$ cat src/rtl/sort_engine_if.sv
// Memory-style bus: address, write data, write enable and combinational read data.
// The sort engine is master on the memory side and slave on the debug-unit side.
interface sort_engine_if #(
    parameter int ADDR_W = 8,
    parameter int DATA_W = 32
);
    logic [ADDR_W-1:0] addr;
    logic [DATA_W-1:0] wdata;
    logic              we;
    logic [DATA_W-1:0] rdata;

    modport master (output addr, output wdata, output we, input rdata);
    modport slave  (input addr, input wdata, input we, output rdata);
endinterface

$ cat src/rtl/sort_engine.sv
// In-place bubble sorter over an external single-port memory (async read, sync write).
// Runtime direction, early exit on a swap-free pass, saturating busy-cycle counter.
// While idle the debug-unit port passes straight through to the memory.
// Optional feature macro: SORT_SIGNED_EN -- when defined, elements compare as
// two's-complement signed values; otherwise they compare unsigned.
module sort_engine #(
    parameter int DATA_W = 32,
    parameter int ADDR_W = 8,
    parameter int N      = 256,
    parameter int CYC_W  = 16
) (
    input  logic             clk,
    input  logic             rstn,
    input  logic             run,
    input  logic             descend,
    output logic             busy,
    output logic             done,
    output logic [CYC_W-1:0] cycles,
    sort_engine_if.master    mem,
    sort_engine_if.slave     dbg
);

    if (N < 2 || N > (1 << ADDR_W)) begin : g_bad_n
        $error("sort_engine: N must satisfy 2 <= N <= 2**ADDR_W");
    end

    // j and limit need one extra bit so that limit can hold N == 2**ADDR_W
    localparam logic [ADDR_W:0]  ONE_J   = (ADDR_W+1)'(1);
    localparam logic [ADDR_W:0]  TWO_J   = (ADDR_W+1)'(2);
    localparam logic [ADDR_W:0]  N_J     = (ADDR_W+1)'(N);
    localparam logic [ADDR_W:0]  ZERO_J  = (ADDR_W+1)'(0);
    localparam logic [CYC_W-1:0] CYC_MAX = {CYC_W{1'b1}};
    localparam logic [CYC_W-1:0] CYC_ONE = CYC_W'(1);

    typedef enum logic [2:0] {
        S_IDLE     = 3'd0,
        S_RD_A     = 3'd1,
        S_RD_B     = 3'd2,
        S_WR_A     = 3'd3,
        S_WR_B     = 3'd4,
        S_PASS_END = 3'd5,
        S_DONE     = 3'd6
    } state_t;

    state_t            state_r;
    logic              dir_r;
    logic [ADDR_W:0]   j_r;
    logic [ADDR_W:0]   limit_r;
    logic              swapped_r;
    logic [DATA_W-1:0] a_r;
    logic [DATA_W-1:0] b_r;
    logic              busy_r;
    logic              done_r;
    logic [CYC_W-1:0]  cycles_r;

    logic [ADDR_W:0]   j_p1_s;
    logic              pass_last_s;
    logic              swap_s;
    logic [ADDR_W-1:0] fsm_addr_s;
    logic [DATA_W-1:0] fsm_wdata_s;
    logic              fsm_we_s;

    // True when the pair (a, b) is out of order for the requested direction;
    // equal elements never swap, which keeps the sort stable.
    function automatic logic needs_swap(input logic [DATA_W-1:0] a,
                                        input logic [DATA_W-1:0] b,
                                        input logic              dir);
`ifdef SORT_SIGNED_EN
        return dir ? ($signed(a) < $signed(b)) : ($signed(a) > $signed(b));
`else
        return dir ? (a < b) : (a > b);
`endif
    endfunction

    assign j_p1_s      = j_r + ONE_J;
    assign pass_last_s = ((j_r + TWO_J) == limit_r);
    assign swap_s      = needs_swap(a_r, mem.rdata, dir_r);

    // Sort sequencer: reads a pair, swaps it if out of order, walks the pass, shrinks the limit
    always_ff @(posedge clk or negedge rstn) begin
        if (!rstn) begin
            state_r   <= S_IDLE;
            dir_r     <= 1'b0;
            j_r       <= ZERO_J;
            limit_r   <= ZERO_J;
            swapped_r <= 1'b0;
            a_r       <= {DATA_W{1'b0}};
            b_r       <= {DATA_W{1'b0}};
            busy_r    <= 1'b0;
            done_r    <= 1'b0;
            cycles_r  <= {CYC_W{1'b0}};
        end else begin
            if (busy_r && (cycles_r != CYC_MAX)) begin
                cycles_r <= cycles_r + CYC_ONE;
            end
            case (state_r)
                S_IDLE, S_DONE: begin
                    if (run) begin
                        dir_r     <= descend;
                        j_r       <= ZERO_J;
                        limit_r   <= N_J;
                        swapped_r <= 1'b0;
                        cycles_r  <= {CYC_W{1'b0}};
                        done_r    <= 1'b0;
                        busy_r    <= 1'b1;
                        state_r   <= S_RD_A;
                    end
                end
                S_RD_A: begin
                    a_r     <= mem.rdata;
                    state_r <= S_RD_B;
                end
                S_RD_B: begin
                    b_r <= mem.rdata;
                    if (swap_s) begin
                        swapped_r <= 1'b1;
                        state_r   <= S_WR_A;
                    end else if (pass_last_s) begin
                        state_r <= S_PASS_END;
                    end else begin
                        j_r     <= j_p1_s;
                        state_r <= S_RD_A;
                    end
                end
                S_WR_A: begin
                    state_r <= S_WR_B;
                end
                S_WR_B: begin
                    if (pass_last_s) begin
                        state_r <= S_PASS_END;
                    end else begin
                        j_r     <= j_p1_s;
                        state_r <= S_RD_A;
                    end
                end
                S_PASS_END: begin
                    if (!swapped_r || (limit_r == TWO_J)) begin
                        busy_r  <= 1'b0;
                        done_r  <= 1'b1;
                        state_r <= S_DONE;
                    end else begin
                        limit_r   <= limit_r - ONE_J;
                        j_r       <= ZERO_J;
                        swapped_r <= 1'b0;
                        state_r   <= S_RD_A;
                    end
                end
                default: begin
                    busy_r  <= 1'b0;
                    done_r  <= 1'b0;
                    state_r <= S_IDLE;
                end
            endcase
        end
    end

    // Memory access the sequencer wants in its current state
    always_comb begin
        fsm_addr_s  = j_r[ADDR_W-1:0];
        fsm_wdata_s = {DATA_W{1'b0}};
        fsm_we_s    = 1'b0;
        case (state_r)
            S_RD_B: begin
                fsm_addr_s = j_p1_s[ADDR_W-1:0];
            end
            S_WR_A: begin
                fsm_wdata_s = b_r;
                fsm_we_s    = 1'b1;
            end
            S_WR_B: begin
                fsm_addr_s  = j_p1_s[ADDR_W-1:0];
                fsm_wdata_s = a_r;
                fsm_we_s    = 1'b1;
            end
            default: begin
                fsm_addr_s = j_r[ADDR_W-1:0];
            end
        endcase
    end

    // Memory port owner: the sequencer while busy (debug writes dropped), else the debug unit
    always_comb begin
        if (busy_r) begin
            mem.addr  = fsm_addr_s;
            mem.wdata = fsm_wdata_s;
            mem.we    = fsm_we_s;
        end else begin
            mem.addr  = dbg.addr;
            mem.wdata = dbg.wdata;
            mem.we    = dbg.we;
        end
    end

    assign dbg.rdata = mem.rdata;
    assign busy      = busy_r;
    assign done      = done_r;
    assign cycles    = cycles_r;

endmodule

$ cat src/flat_wrapper.sv
// flat-port wrapper written by rule: the top's interface ports become plain ports
module sort_engine_flat 
#(
    parameter int DATA_W = 32,
    parameter int ADDR_W = 8,
    parameter int N      = 256,
    parameter int CYC_W  = 16
)
  (clk, rstn, run, descend, busy, done, cycles, mem_addr, mem_wdata, mem_we, mem_rdata, dbg_addr, dbg_wdata, dbg_we, dbg_rdata);
  sort_engine_if #(.ADDR_W(ADDR_W), .DATA_W(DATA_W)) mem_i ();
  sort_engine_if #(.ADDR_W(ADDR_W), .DATA_W(DATA_W)) dbg_i ();
  input  logic clk;
  input  logic rstn;
  input  logic run;
  input  logic descend;
  output logic busy;
  output logic done;
  output logic [CYC_W-1:0] cycles;
  output wire logic [$bits(mem_i.addr)-1:0] mem_addr;
  output wire logic [$bits(mem_i.wdata)-1:0] mem_wdata;
  output wire logic [$bits(mem_i.we)-1:0] mem_we;
  input wire logic [$bits(mem_i.rdata)-1:0] mem_rdata;
  input wire logic [$bits(dbg_i.addr)-1:0] dbg_addr;
  input wire logic [$bits(dbg_i.wdata)-1:0] dbg_wdata;
  input wire logic [$bits(dbg_i.we)-1:0] dbg_we;
  output wire logic [$bits(dbg_i.rdata)-1:0] dbg_rdata;
  assign mem_addr = mem_i.addr;
  assign mem_wdata = mem_i.wdata;
  assign mem_we = mem_i.we;
  assign mem_i.rdata = mem_rdata;
  assign dbg_i.addr = dbg_addr;
  assign dbg_i.wdata = dbg_wdata;
  assign dbg_i.we = dbg_we;
  assign dbg_rdata = dbg_i.rdata;
  sort_engine #(.DATA_W(DATA_W), .ADDR_W(ADDR_W), .N(N), .CYC_W(CYC_W)) u_core (.clk(clk), .rstn(rstn), .run(run), .descend(descend), .busy(busy), .done(done), .cycles(cycles), .mem(mem_i), .dbg(dbg_i));
endmodule
$ cat config.mk
export PLATFORM = sky130hd
export DESIGN_NAME = sort_engine_flat
export DESIGN_NICKNAME = d
export VERILOG_FILES = /design/src/rtl/sort_engine_if.sv /design/src/rtl/sort_engine.sv /design/src/flat_wrapper.sv
export SDC_FILE = /design/constraint.sdc
export NUM_CORES = 1
export LEC_CHECK = 0
export ABC_AREA = 1
export CAP_MARGIN = 20
export CORE_MARGIN = 1
export CORE_UTILIZATION = 50
export DETAILED_ROUTE_END_ITERATION = 10
export GPL_TIMING_DRIVEN = 0
export PLACE_DENSITY_LB_ADDON = 0.3
export SYNTH_ARGS = -nofsm -noshare
export SYNTH_HDL_FRONTEND = slang
export SYNTH_SLANG_ARGS = --single-unit
$ cat constraint.sdc
create_clock -name clk -period 2.29 [get_ports clk]
set_input_delay 0.229 -clock clk [delete_from_list [all_inputs] [get_ports clk]]
set_output_delay 0.229 -clock clk [all_outputs]
set_load 0.02 [all_outputs]
## Word-level counts from Yosys, hierarchy flattened

Cells that the tools add are included.

- Add/sub/neg operators: 4
- $lt $le $gt $ge: 2
- Eq/ne operators: 14
- Muxes and demuxes: 32
- Bitwise logic cells: 1
- Reductions and logical operators: 16

Operators by type and width:

| cell | number |
|---|---|
| 32-bit case mux with 2 select lines | 1 |
| 9-bit 2-to-1 mux | 6 |
| 16-bit 2-to-1 mux | 3 |
| 9-bit case mux with 4 select lines | 1 |
| 32-bit > comparator | 1 |
| 32-bit < comparator | 1 |
| 32-bit 2-to-1 mux | 1 |
| 3-bit case mux with 6 select lines | 1 |
| 9-bit case mux with 2 select lines | 1 |
| 16-bit by 1-bit adder with 16-bit output, second input constant | 1 |
| 8-bit 2-to-1 mux | 2 |
| 16-bit inequality test, second input constant | 1 |
| 3-bit 2-to-1 mux | 4 |
| 9-bit by 1-bit adder with 9-bit output, second input constant | 1 |
| 9-bit by 2-bit adder with 9-bit output, second input constant | 1 |
| 3-bit equality test, second input constant | 3 |
| 9-bit by 2-bit equality test with 1-bit output, second input constant | 1 |
| 9-bit equality test | 1 |
| 1-bit 2-to-1 mux | 9 |
| 1-bit case mux with 3 select lines | 3 |
| 9-bit by 1-bit subtractor with 9-bit output, second input constant | 1 |
| 4-bit AND reduction | 2 |
| 3-bit by 2-bit equality test with 1-bit output, second input constant | 2 |
| 2-bit inequality test, second input constant | 3 |
| 14 further kinds | 18 |

- Register bits: 105
- Output and inout port bits: 91

## Longest topological paths before layout

- Depth after elaboration: 5
- Mapped depth: 18
- Depth with buffers taken out: 18

## Least setup slack after synthesis

No wires, ideal clock.

- Kind: reg2reg
- Start point: register u_core.cycles_r[1] (netlist: u_core.cycles[1])
- End point: register u_core.cycles_r[5] (netlist: u_core.cycles[5])
- Library setup time: 0.132 ns
- Data arrival time: 1.842 ns
- Required time: 2.158 ns
- Path slack: 0.316 ns
- Stages on the path, launching flop included: 11
- Clock period less this slack: 1.974 ns
- Cells stage by stage: dfrtp_1 ha_1 nand3_1 nor3_1 nand4_1 nand2_1 inv_1 clkbuf_1 nand2_1 xor2_1 nor2_1

- Longest elaborated chain between the ends: 5
- Elaborated cells between the ends (all ways): 6
- Those cells by class: add/sub (1); eq/ne (1); mux (3); reduce/logical (1)

Ends and longest elaborated chain:

| element | RTL line | text |
|---|---|---|
| start: declaration | sort_engine.sv:54 | `logic [CYC_W-1:0] cycles_r;` |
| start signal: assignment | sort_engine.sv:91 | `cycles_r <= {CYC_W{1'b0}};` |
| start signal: assignment | sort_engine.sv:94 | `cycles_r <= cycles_r + CYC_ONE;` |
| start signal: assignment | sort_engine.sv:103 | `cycles_r <= {CYC_W{1'b0}};` |
| parallel branches: the longest is 2 deep, another holds 16-bit by 1-bit adder with 16-bit output | - |  |
| 16-bit 2-to-1 mux * | sort_engine.sv:93 | `if (busy_r && (cycles_r != CYC_MAX)) begin` |
| 16-bit 2-to-1 mux | sort_engine.sv:98 | `if (run) begin` |
| 16-bit 2-to-1 mux * | sort_engine.sv:96 | `case (state_r)` |

Mark *: on every way between the ends.
A chain may end at the register's enable or synchronous reset.

## Worst setup path after layout

- Start point: register u_core.j_r[1]
- End point: output mem_addr[6]

- Longest elaborated chain between the ends: 3

Ends and longest elaborated chain:

| element | RTL line | text |
|---|---|---|
| start: declaration | sort_engine.sv:47 | `logic [ADDR_W:0] j_r;` |
| start signal: assignment | sort_engine.sv:121 | `j_r <= j_p1_s;` |
| start signal: assignment | sort_engine.sv:132 | `j_r <= j_p1_s;` |
| 9-bit by 1-bit adder with 9-bit output | sort_engine.sv:75 | `assign j_p1_s = j_r + ONE_J;` |
| 8-bit 2-to-1 mux | sort_engine.sv:162 | `case (state_r)` |
| 8-bit 2-to-1 mux | sort_engine.sv:183 | `if (busy_r) begin` |
| end: declaration | flat_wrapper.sv:19 | `output wire logic [$bits(mem_i.addr)-1:0] mem_addr;` |

No other way between the ends.

==> results.json <==
{
  "status": "complete, no violations",
  "synthFlopType": "dfrtp_1",
  "hp-class": "input port to register",
  "synth_cell_types": 39,
  "syn-cell-area_mm2": 0.00668,
  "path_max_fanout": 5,
  "r2r-end": "u_core.limit_r[6]$_DFFE_PN0P_",
  "utilization_pct": 70.0,
  "grt_max_degree": 54,
  "setup_viol": 0,
  "cts.clk_slew.worst_paths_ns": 0.07,
  "r2r_cells": 12,
  "synth_common_cells": "nand2_1, dfrtp_1, nor2_1",
  "yosysMostFrequentCell": "nand2_1",
  "crit_type": "register to output port",
  "start_util_pct": 52.1,
  "grt-ovfl-total": 0,
  "dpl_cell_area_mm2": 0.00858,
  "synthArstFlopShare_pct": 100,
  "dr.pass1.iters": 5,
  "wl_per_cell_um": 14.9,
  "fillers": 1078,
  "synth.yosys.seq_area_share_pct": 39.4,
  "port-buffer-count": 166,
  "num_io_pins": 168,
  "worst_ep_required_time_ns": 2.06,
  "crit_chain": "ha_4 -> nand2_2 -> nor2_2 -> inv_2 -> nor2_2 -> nor2_1 -> nor3_2 -> a21oi_2 -> o21ai_1 -> buf_4",
  "synth_area_leaders": "dfrtp_1, nand2_1, ha_1, nor2_1, o21ai_0",
  "power_density_mw_per_mm2": 1180,
  "rsz0062_at_grt": "true",
  "critical_path.endpoint": "mem_addr[6]",
  "first_global_vias": 6470,
  "crit_top_cell": "nor2_2",
  "skew_ns": 0.00509,
  "dp_slack_ns": -0.507,
  "fp.dieW_um": 118,
  "cp-end-kind": "output port",
  "start_kind": "register",
  "rows": 41,
  "cts_made_buffers": 9,
  "drc": 0,
  "finalCritPeriodShare_pct": 99.2,
  "drt_iter0_markers": 499,
  "antennaDiodeCount": 0,
  "p_leak_nw": 4.22,
  "slew_violations": 0,
  "dieArea_mm2": 0.0138,
  "vias": 6755,
  "nets": 1204,
  "drive_above_1_share_pct": 14.2,
  "r2r-start": "u_core.state_r[2]$_DFFE_PN0P_",
  "die_y_um": 118,
  "design.core.area_mm2": 0.0128,
  "fmax_ghz": 0.440,
  "detailed_place_hpwl_um": 13700,
  "viasPerCell": 5.35,
  "clock_latency_ns": 0.36,
  "tritoncts": "done",
  "drtAntennaViolNets": 0,
  "area_delta_synth_final_pct": 34.5,
  "maxSlewHeadroom_pct": 51.6,
  "cp_slowest_stage_delay_ns": 0.45,
  "drv_cap": 0,
  "cts_buffer_depth": 2,
  "wirelength_um": 18800,
  "globalplace.congestion": 0.882,
  "syn_inst": 898,
  "critPathArrivalTime_ns": 2.04,
  "hold_viol": 0,
  "multiInputGateArea_mm2": 0.00344,
  "ir_worst_vdd_mv": 0.688,
  "synth-seq-cells": 105,
  "worst_slack_ns": 0.0194,
  "cp-startpoint": "u_core.j_r[1]$_DFFE_PN0P_",
  "antenna_found_initial": 0,
  "worst-slew-pin-transition_ns": 0.726,
  "grt_pass1_wl_um": 31100,
  "cts_root_buf": "clkbuf_16",
  "syn_area_per_cell_um2": 7.43,
  "htreeDepth": 3,
  "grt_use_total_pct": 27.9,
  "fin_crit_ns": 2.27,
  "mappedNetlistNets": 1013,
  "final_area_mm2": 0.00898,
  "rrSetupSlack_ns": 0.17,
  "synth_top_cell_by_area": "dfrtp_1",
  "ys_warn_count": 0,
  "cts_num_sinks": 105,
  "regArea_mm2": 0.00264,
  "netlist.area_leader.share_pct": 39.4,
  "slowest_stage": "dfrtp_2",
  "synth_edf_count": 0
}
==> through the flow <==
stage	power (W)	hold slack (ns)	instances	TNS, ns
6_report	0.0106	0.269	1263	0
5_1_grt	0.0115	0.288	1263	-0.126
4_1_cts	0.0105	0.268	1253	-0.108
3_5_place_dp	0.00912	0.320	1237	-20.78
3_3_place_gp	0.00895	0.466	1236	-335.90
2_1_floorplan	0.00687	-0.0666	898	0
==> cell usage in the layout, fill, tap and decap left out, drive strengths merged, types with 4 or more instances in the layout <==
master and n:
a21oi 29, a221oi 4, a31oi 35, buf 77, clkbuf 50, clkdlybuf4s15 6, clkdlybuf4s50 124, dfrtp 105
dlygate4sd2 4, ha 38, inv 85, nand2 233, nand3 57, nand4 5, nor2 100, nor3 12
o21ai 82, o22a 5, xnor2 8, xor2 13
==> worst min path at each step <==
stage | endpoint | slack [ns] | cells past startpoint | from
CTS | u_core.cycles[15]$_DFF_PN0_ | 0.27 | 2 | run
global route | u_core.cycles[15]$_DFF_PN0_ | 0.29 | 2 | run
detailed placement | u_core.cycles[4]$_DFF_PN0_ | 0.32 | 1 | rstn
global placement | u_core.b_r[9]$_DFFE_PN0P_ | 0.47 | 2 | u_core.b_r[9]$_DFFE_PN0P_
finish | u_core.cycles[15]$_DFF_PN0_ | 0.27 | 2 | run
floorplan | u_core.a_r[0]$_DFFE_PN0P_ | -0.07 | 0 | rstn
==> layout make-up <==
class                           instances  share of cell area (%)
Timing Repair Buffer                  181                    18.5
Inverter                               87                    3.66
Clock inverter                          1                   0.334
Tap cell                              172                    2.40
Clock buffer                           12                    2.63
Sequential cell                       105                    29.3
Buffer                                 70                    4.92
Multi-Input combinational cell        635                    38.3
==> sequential cells by signal, indices dropped and copies added, names as in the netlist <==
signal            count
u_core.done           1
u_core.j_r            9
u_core.dir_r          1
u_core.swapped_r      1
u_core.b_r           32
u_core.state_r        3
u_core.busy           1
u_core.limit_r        9
u_core.a_r           32
u_core.cycles        16
==> timing repair <==
item | in CTS | in global routing
gates resized for setup | 162 | 62
hold buffers | 1 | 0
buffers inserted | 3 | 10
pin swaps | 3 | 6
gates cloned | 0 | 0
endpoints found under the hold margin | 52 | 0
endpoints found under the setup margin | 51 | 57
==> layer usage <==
metal	track usage, %	up-vias	wire, um
met5	0	-	0
met4	9.29	0	325
met3	6.49	28	1280
met2	47.6	244	9380
met1	34.8	3204	7820
li1	-	3279	-
==> where the power goes <==
part	internal, W	total, W	switching [W]
Clock	0.000831	0.00149	0.000663
Combinational	0.00221	0.00586	0.00365
Sequential	0.00264	0.00329	0.000651
==> critical path: cells and delay by family, from the launching register on <==
kind | cells | cell delay, ns
buffers and inverters | 2 | 0.21
adders and majority gates | 1 | 0.16
and+or+nand+nor | 5 | 0.67
AOI/OAI and AO/OA | 2 | 0.18
DFF | 1 | 0.45
==> logic make-up after synthesis <==
kind of cell,share of synthesized area [%]
flip-flops,39.4
AND/OR/NAND/NOR,26.5
adder cells (fa/ha/maj),7.12
buffers and inverters,10.8
AO/OA/AOI/OAI,13.5
XOR/XNOR,2.75
No activity file was read; power rests on OpenSTA's default activity.
==> edit 1 (config.mk and constraints unchanged) <==
Encoding of `state_t`: now one-hot (7 bits for 7 states).
--- a/src/rtl/sort_engine.sv
+++ b/src/rtl/sort_engine.sv
@@ -32,14 +32,14 @@
     localparam logic [CYC_W-1:0] CYC_MAX = {CYC_W{1'b1}};
     localparam logic [CYC_W-1:0] CYC_ONE = CYC_W'(1);
 
-    typedef enum logic [2:0] {
-        S_IDLE     = 3'd0,
-        S_RD_A     = 3'd1,
-        S_RD_B     = 3'd2,
-        S_WR_A     = 3'd3,
-        S_WR_B     = 3'd4,
-        S_PASS_END = 3'd5,
-        S_DONE     = 3'd6
+    typedef enum logic [6:0] {
+        S_IDLE     = 7'b0000001,
+        S_RD_A     = 7'b0000010,
+        S_RD_B     = 7'b0000100,
+        S_WR_A     = 7'b0001000,
+        S_WR_B     = 7'b0010000,
+        S_PASS_END = 7'b0100000,
+        S_DONE     = 7'b1000000
     } state_t;
 
     state_t            state_r;
Formal check against the unedited RTL: no difference found for any inputs over 10 cycles, from zero or initial values and one cycle with rstn low; not proved beyond that.
==> edit 1 against the unedited design <==
The run now ends with setup timing left; sequential cell count rose by 4; wire length grew 7.0%; synthesized area up 1.5%; global-route usage up 0.62 points; cell area grew 5.7%; via count grew 4.0%; setup slack lost 0.16 ns; total power fell by 5.3%; largest cell class unchanged; largest power group unchanged; highest routed layer unchanged.
==> edit 1: results (changes against the unedited design) <==
INFO  metric outcome = finished with violations (was complete, no violations)
INFO  metric violations_in_the_final_reports = setup timing
INFO  metric placedInstanceArea = 8690 µm² (was 8580 µm²)
INFO  metric slew_headroom = 0.530 (was 0.516)
INFO  metric portBuffers = 167 (was 166)
INFO  metric grt_start_max_net_pins = 58 (was 54)
INFO  metric power.leakage = 4.50 nW (was 4.22 nW)
INFO  metric critPathTopFamily = buffers and inverters (was simple AND/OR/NAND/NOR gates)
INFO  metric synthesis.area_per_instance = 7.55 µm² (was 7.43 µm²)
INFO  metric track_usage = 0.285 (was 0.279)
INFO  metric hp-class = input pin to asynchronous set/reset pin (was input pin to flip-flop)
INFO  metric drt_pre_antenna_iters = 7 (was 5)
INFO  metric layout-drive-gt1-share = 0.182 (was 0.142)
INFO  metric post_synth_fa_ha_maj_area_fraction = 0.0702 (was 0.0712)
INFO  metric area_growth_syn_to_layout = 40.1% (was 34.5%)
INFO  metric layout_setup_ws = -0.142 ns (was 0.0194 ns)
INFO  metric ys_seq_area_frac = 0.403 (was 0.394)
INFO  metric crit_arrival = 2.69 ns (was 2.04 ns)
INFO  metric critical_path_peak_fanout = 7 (was 5)
INFO  metric synth_compound_gate_area_share = 0.133 (was 0.135)
INFO  metric setup-violations-final = 41 (was 0)
INFO  metric synth_xor_area_frac = 0.0336 (was 0.0275)
INFO  metric synth_top_cells_by_area = sky130_fd_sc_hd__dfrtp_1 (40%), sky130_fd_sc_hd__nand2_1 (14%), sky130_fd_sc_hd__ha_1 (7.0%), sky130_fd_sc_hd__o21ai_0 (6.1%), sky130_fd_sc_hd__nor2_1 (5.1%) (was sky130_fd_sc_hd__dfrtp_1 (39%), sky130_fd_sc_hd__nand2_1 (12%), sky130_fd_sc_hd__ha_1 (7.1%), sky130_fd_sc_hd__nor2_1 (5.4%), sky130_fd_sc_hd__o21ai_0 (4.9%))
INFO  metric finalSetupTns = -2.22 ns (was 0 ns)
INFO  metric synth_top_cells_by_count = sky130_fd_sc_hd__nand2_1 (249), sky130_fd_sc_hd__dfrtp_1 (108), sky130_fd_sc_hd__nor2_1 (92) (was sky130_fd_sc_hd__nand2_1 (219), sky130_fd_sc_hd__dfrtp_1 (105), sky130_fd_sc_hd__nor2_1 (96))
INFO  metric skew = 0.00869 ns (was 0.00509 ns)
INFO  metric routability_congestion_estimate_from_global_placement = 0.890 (was 0.882)
INFO  metric viasPerCell = 5.42 (was 5.35)
INFO  metric cp_slowest_stage_delay = 0.37 ns (was 0.45 ns)
INFO  metric dr.first_iter.drc_count = 697 (was 499)
INFO  metric synthMuxAreaShare = 0 (unchanged)
INFO  metric timing.critical_path.slowest_stage_cell = sky130_fd_sc_hd__dfrtp_1 (was sky130_fd_sc_hd__dfrtp_2)
INFO  metric detailedPlacementHpwl = 13.4 mm (was 13.7 mm)
INFO  metric fin_cells = 1296 (was 1263)
INFO  metric net_count_synth = 1012 (was 1013)
INFO  metric detailed_route_wire_length = 20.1 mm (was 18.8 mm)
INFO  metric pre_cts_slack = -0.524 ns (was -0.507 ns)
INFO  metric fill_cells = 1038 (was 1078)
==> edit 1: cell count changes in the layout (fill, tap and decap cells not counted), moves of 8 or more <==
cell | unedited run | this run
sky130_fd_sc_hd__buf_2 | 26 | 9
sky130_fd_sc_hd__nand2_1 | 216 | 244
sky130_fd_sc_hd__o21ai_0 | 65 | 78
sky130_fd_sc_hd__clkbuf_2 | 13 | 5
sky130_fd_sc_hd__nand4_1 | 5 | 18
sky130_fd_sc_hd__o21ai_1 | 16 | 3
sky130_fd_sc_hd__buf_4 | 48 | 102
sky130_fd_sc_hd__nand3_1 | 56 | 16
==> edit 1: final timing paths <==
kind | startpoint | slack (ns) | to | cells past startpoint
setup reg to reg | u_core.state_r[4]$_DFFE_PN0P_ | -0.14 | u_core.limit_r[3]$_DFFE_PN0P_ | 17
min in group clk | descend | 0.48 | u_core.dir_r$_DFFE_PN0P_ | 3
hold / removal | rstn | 0.44 | u_core.cycles[4]$_DFF_PN0_ | 2
max in group asynchronous | rstn | 1.09 | u_core.a_r[30]$_DFFE_PN0P_ | 3
hold reg to reg | u_core.b_r[7]$_DFFE_PN0P_ | 0.49 | u_core.b_r[7]$_DFFE_PN0P_ | 2
setup / recovery | u_core.state_r[4]$_DFFE_PN0P_ | -0.14 | u_core.limit_r[3]$_DFFE_PN0P_ | 17
==> edit 1: where the power goes <==
part / switching, mW / total, mW / internal, mW
combinational: 3.05 / 5.10 / 2.06
clock: 0.732 / 1.70 / 0.966
sequential: 0.591 / 3.27 / 2.68
total: 4.37 / 10.1 / 5.71
==> edit 1: worst register-to-register path: cells and delay by family, from the launching register on <==
kind	cells	cell delay, ns
flip-flops	1	0.37
AO/OA/AOI/OAI	2	0.16
buffers and inverters	8	1.01
AND/OR/NAND/NOR	7	0.78
==> edit 1: final cells by class <==
cell class | count | share of cell area
Buffer | 69 | 0.0534
Clock buffer | 11 | 0.0245
Clock inverter | 5 | 0.00870
Inverter | 85 | 0.0344
Multi-Input combinational cell | 635 | 0.369
Sequential cell | 109 | 0.288
Tap cell | 176 | 0.0232
Timing Repair Buffer | 206 | 0.199
==> edit 1: timing repair <==
item,in CTS,in global routing
pin swaps,11,6
gates cloned,1,2
endpoints found under the setup margin,41,76
endpoints found under the hold margin,51,0
gates resized for setup,264,69
buffers inserted,27,8
hold buffers,1,0
==> edit 1: cells by family after synthesis <==
| logic type | count (synthesis) |
|---|---|
| AOI/OAI and AO/OA | 163 |
| DFF | 109 |
| and+or+nand+nor | 407 |
| buffers and inverters | 154 |
| adders and majority gates | 38 |
| xor gates and xnor gates | 26 |
==> edit 1: routing by layer <==
layer	vias to the layer above	global-route usage	part of all wire
met4	0	0.123	0.025
met1	3313	0.354	0.41
met3	52	0.0618	0.074
met5	-	0	0
met2	326	0.479	0.49
li1	3334	-	-
==> edit 2 (same flow settings) <==
Without the edit above. Build with the macro `SORT_SIGNED_EN` defined.
--- a/src/rtl/sort_engine.sv
+++ b/src/rtl/sort_engine.sv
@@ -3,6 +3,8 @@
 // While idle the debug-unit port passes straight through to the memory.
 // Optional feature macro: SORT_SIGNED_EN -- when defined, elements compare as
 // two's-complement signed values; otherwise they compare unsigned.
+`define SORT_SIGNED_EN
+
 module sort_engine #(
     parameter int DATA_W = 32,
     parameter int ADDR_W = 8,
Check against the original RTL: not equivalent (Yosys sat finds a counterexample within 4 cycles, from zero or initial values and one cycle with rstn low).
==> edit 2 against the unedited design <==
Sequential cell count unchanged; hold slack gained 0.22 ns; non-clock buffer count fell by 13; critical path depth decreased by 2; wire length is 5.0% lower; core utilization fell by 1.1 points; synthesized area down 0.97%; cell area down 2.0%; total power fell by 4.2%; setup slack better by 0.041 ns; critical path type unchanged.
==> edit 2: results (changes against the unedited design) <==
INFO  metric wl_met2 = 8.91 mm (was 9.38 mm)
INFO  metric max_slew.worst_pin.slew = 0.788 ns (was 0.726 ns)
INFO  metric synth_top_cells_by_area = sky130_fd_sc_hd__dfrtp_1 (40%), sky130_fd_sc_hd__nand2_1 (15%), sky130_fd_sc_hd__ha_1 (7.2%), sky130_fd_sc_hd__o21ai_0 (6.4%), sky130_fd_sc_hd__inv_1 (5.2%) (was sky130_fd_sc_hd__dfrtp_1 (39%), sky130_fd_sc_hd__nand2_1 (12%), sky130_fd_sc_hd__ha_1 (7.1%), sky130_fd_sc_hd__nor2_1 (5.4%), sky130_fd_sc_hd__o21ai_0 (4.9%))
INFO  metric critical_path_peak_fanout = 10 (was 5)
INFO  metric multi_input_area_share = 0.375 (was 0.383)
INFO  metric combinationalPower = 5.39 mW (was 5.86 mW)
INFO  metric grt_pass1_vias = 6199 (was 6470)
INFO  metric grt_pass1_wl = 29.0 mm (was 31.1 mm)
INFO  metric viasPerCell = 5.24 (was 5.35)
INFO  metric ys_seq_area_frac = 0.397 (was 0.394)
INFO  metric grt_start_max_net_pins = 61 (was 54)
INFO  metric ys_types = 36 (was 39)
INFO  metric seq_area_share = 0.299 (was 0.293)
INFO  metric final_cell_area = 8800 µm² (was 8980 µm²)
INFO  metric switching_share = 0.459 (was 0.467)
INFO  metric critical_path.reg2reg.startpoint = u_core.a_r[9]$_DFFE_PN0P_ (was u_core.state_r[2]$_DFFE_PN0P_)
INFO  metric area_growth_syn_to_layout = 33.2% (was 34.5%)
INFO  metric timing.critical_path.slowest_stage_cell = sky130_fd_sc_hd__dfrtp_1 (was sky130_fd_sc_hd__dfrtp_2)
INFO  metric synth_top_cells_by_count = sky130_fd_sc_hd__nand2_1 (269), sky130_fd_sc_hd__dfrtp_1 (105), sky130_fd_sc_hd__inv_1 (92) (was sky130_fd_sc_hd__nand2_1 (219), sky130_fd_sc_hd__dfrtp_1 (105), sky130_fd_sc_hd__nor2_1 (96))
INFO  metric final_nets = 1208 (was 1204)
INFO  metric post_drt_wl_per_cell = 14.1 µm (was 14.9 µm)
INFO  metric crit_arrival = 2.00 ns (was 2.04 ns)
INFO  metric power_frac_clock = 0.155 (was 0.140)
INFO  metric outcome = complete, no violations (unchanged)
INFO  metric track_usage = 0.276 (was 0.279)
## edit 2: changes by cell type in the layout (fill, tap and decap cells not counted), sizes merged, moves of 5 or more
| cell | before | now |
|---|---|---|
| buf | 77 | 49 |
| nor2 | 100 | 94 |
| clkdlybuf4s15 | 6 | 1 |
| xnor2 | 8 | 3 |
| nand2 | 233 | 273 |
| inv | 85 | 95 |
| clkbuf | 50 | 68 |
| nand3 | 57 | 31 |
## edit 2: logic make-up after synthesis
group / share of synthesized area
AO/OA/AOI/OAI: 0.142
AND/OR/NAND/NOR: 0.260
buffers and inverters: 0.113
flip-flops: 0.397
adder cells (fa/ha/maj): 0.0719
XOR/XNOR: 0.0159
## edit 2: what timing repair did
item,in CTS,in global routing
endpoints found under the hold margin,44,0
setup buffers,2,3
gates resized for setup,82,106
endpoints found under the setup margin,41,49
hold buffers,1,0
pin swaps,0,3
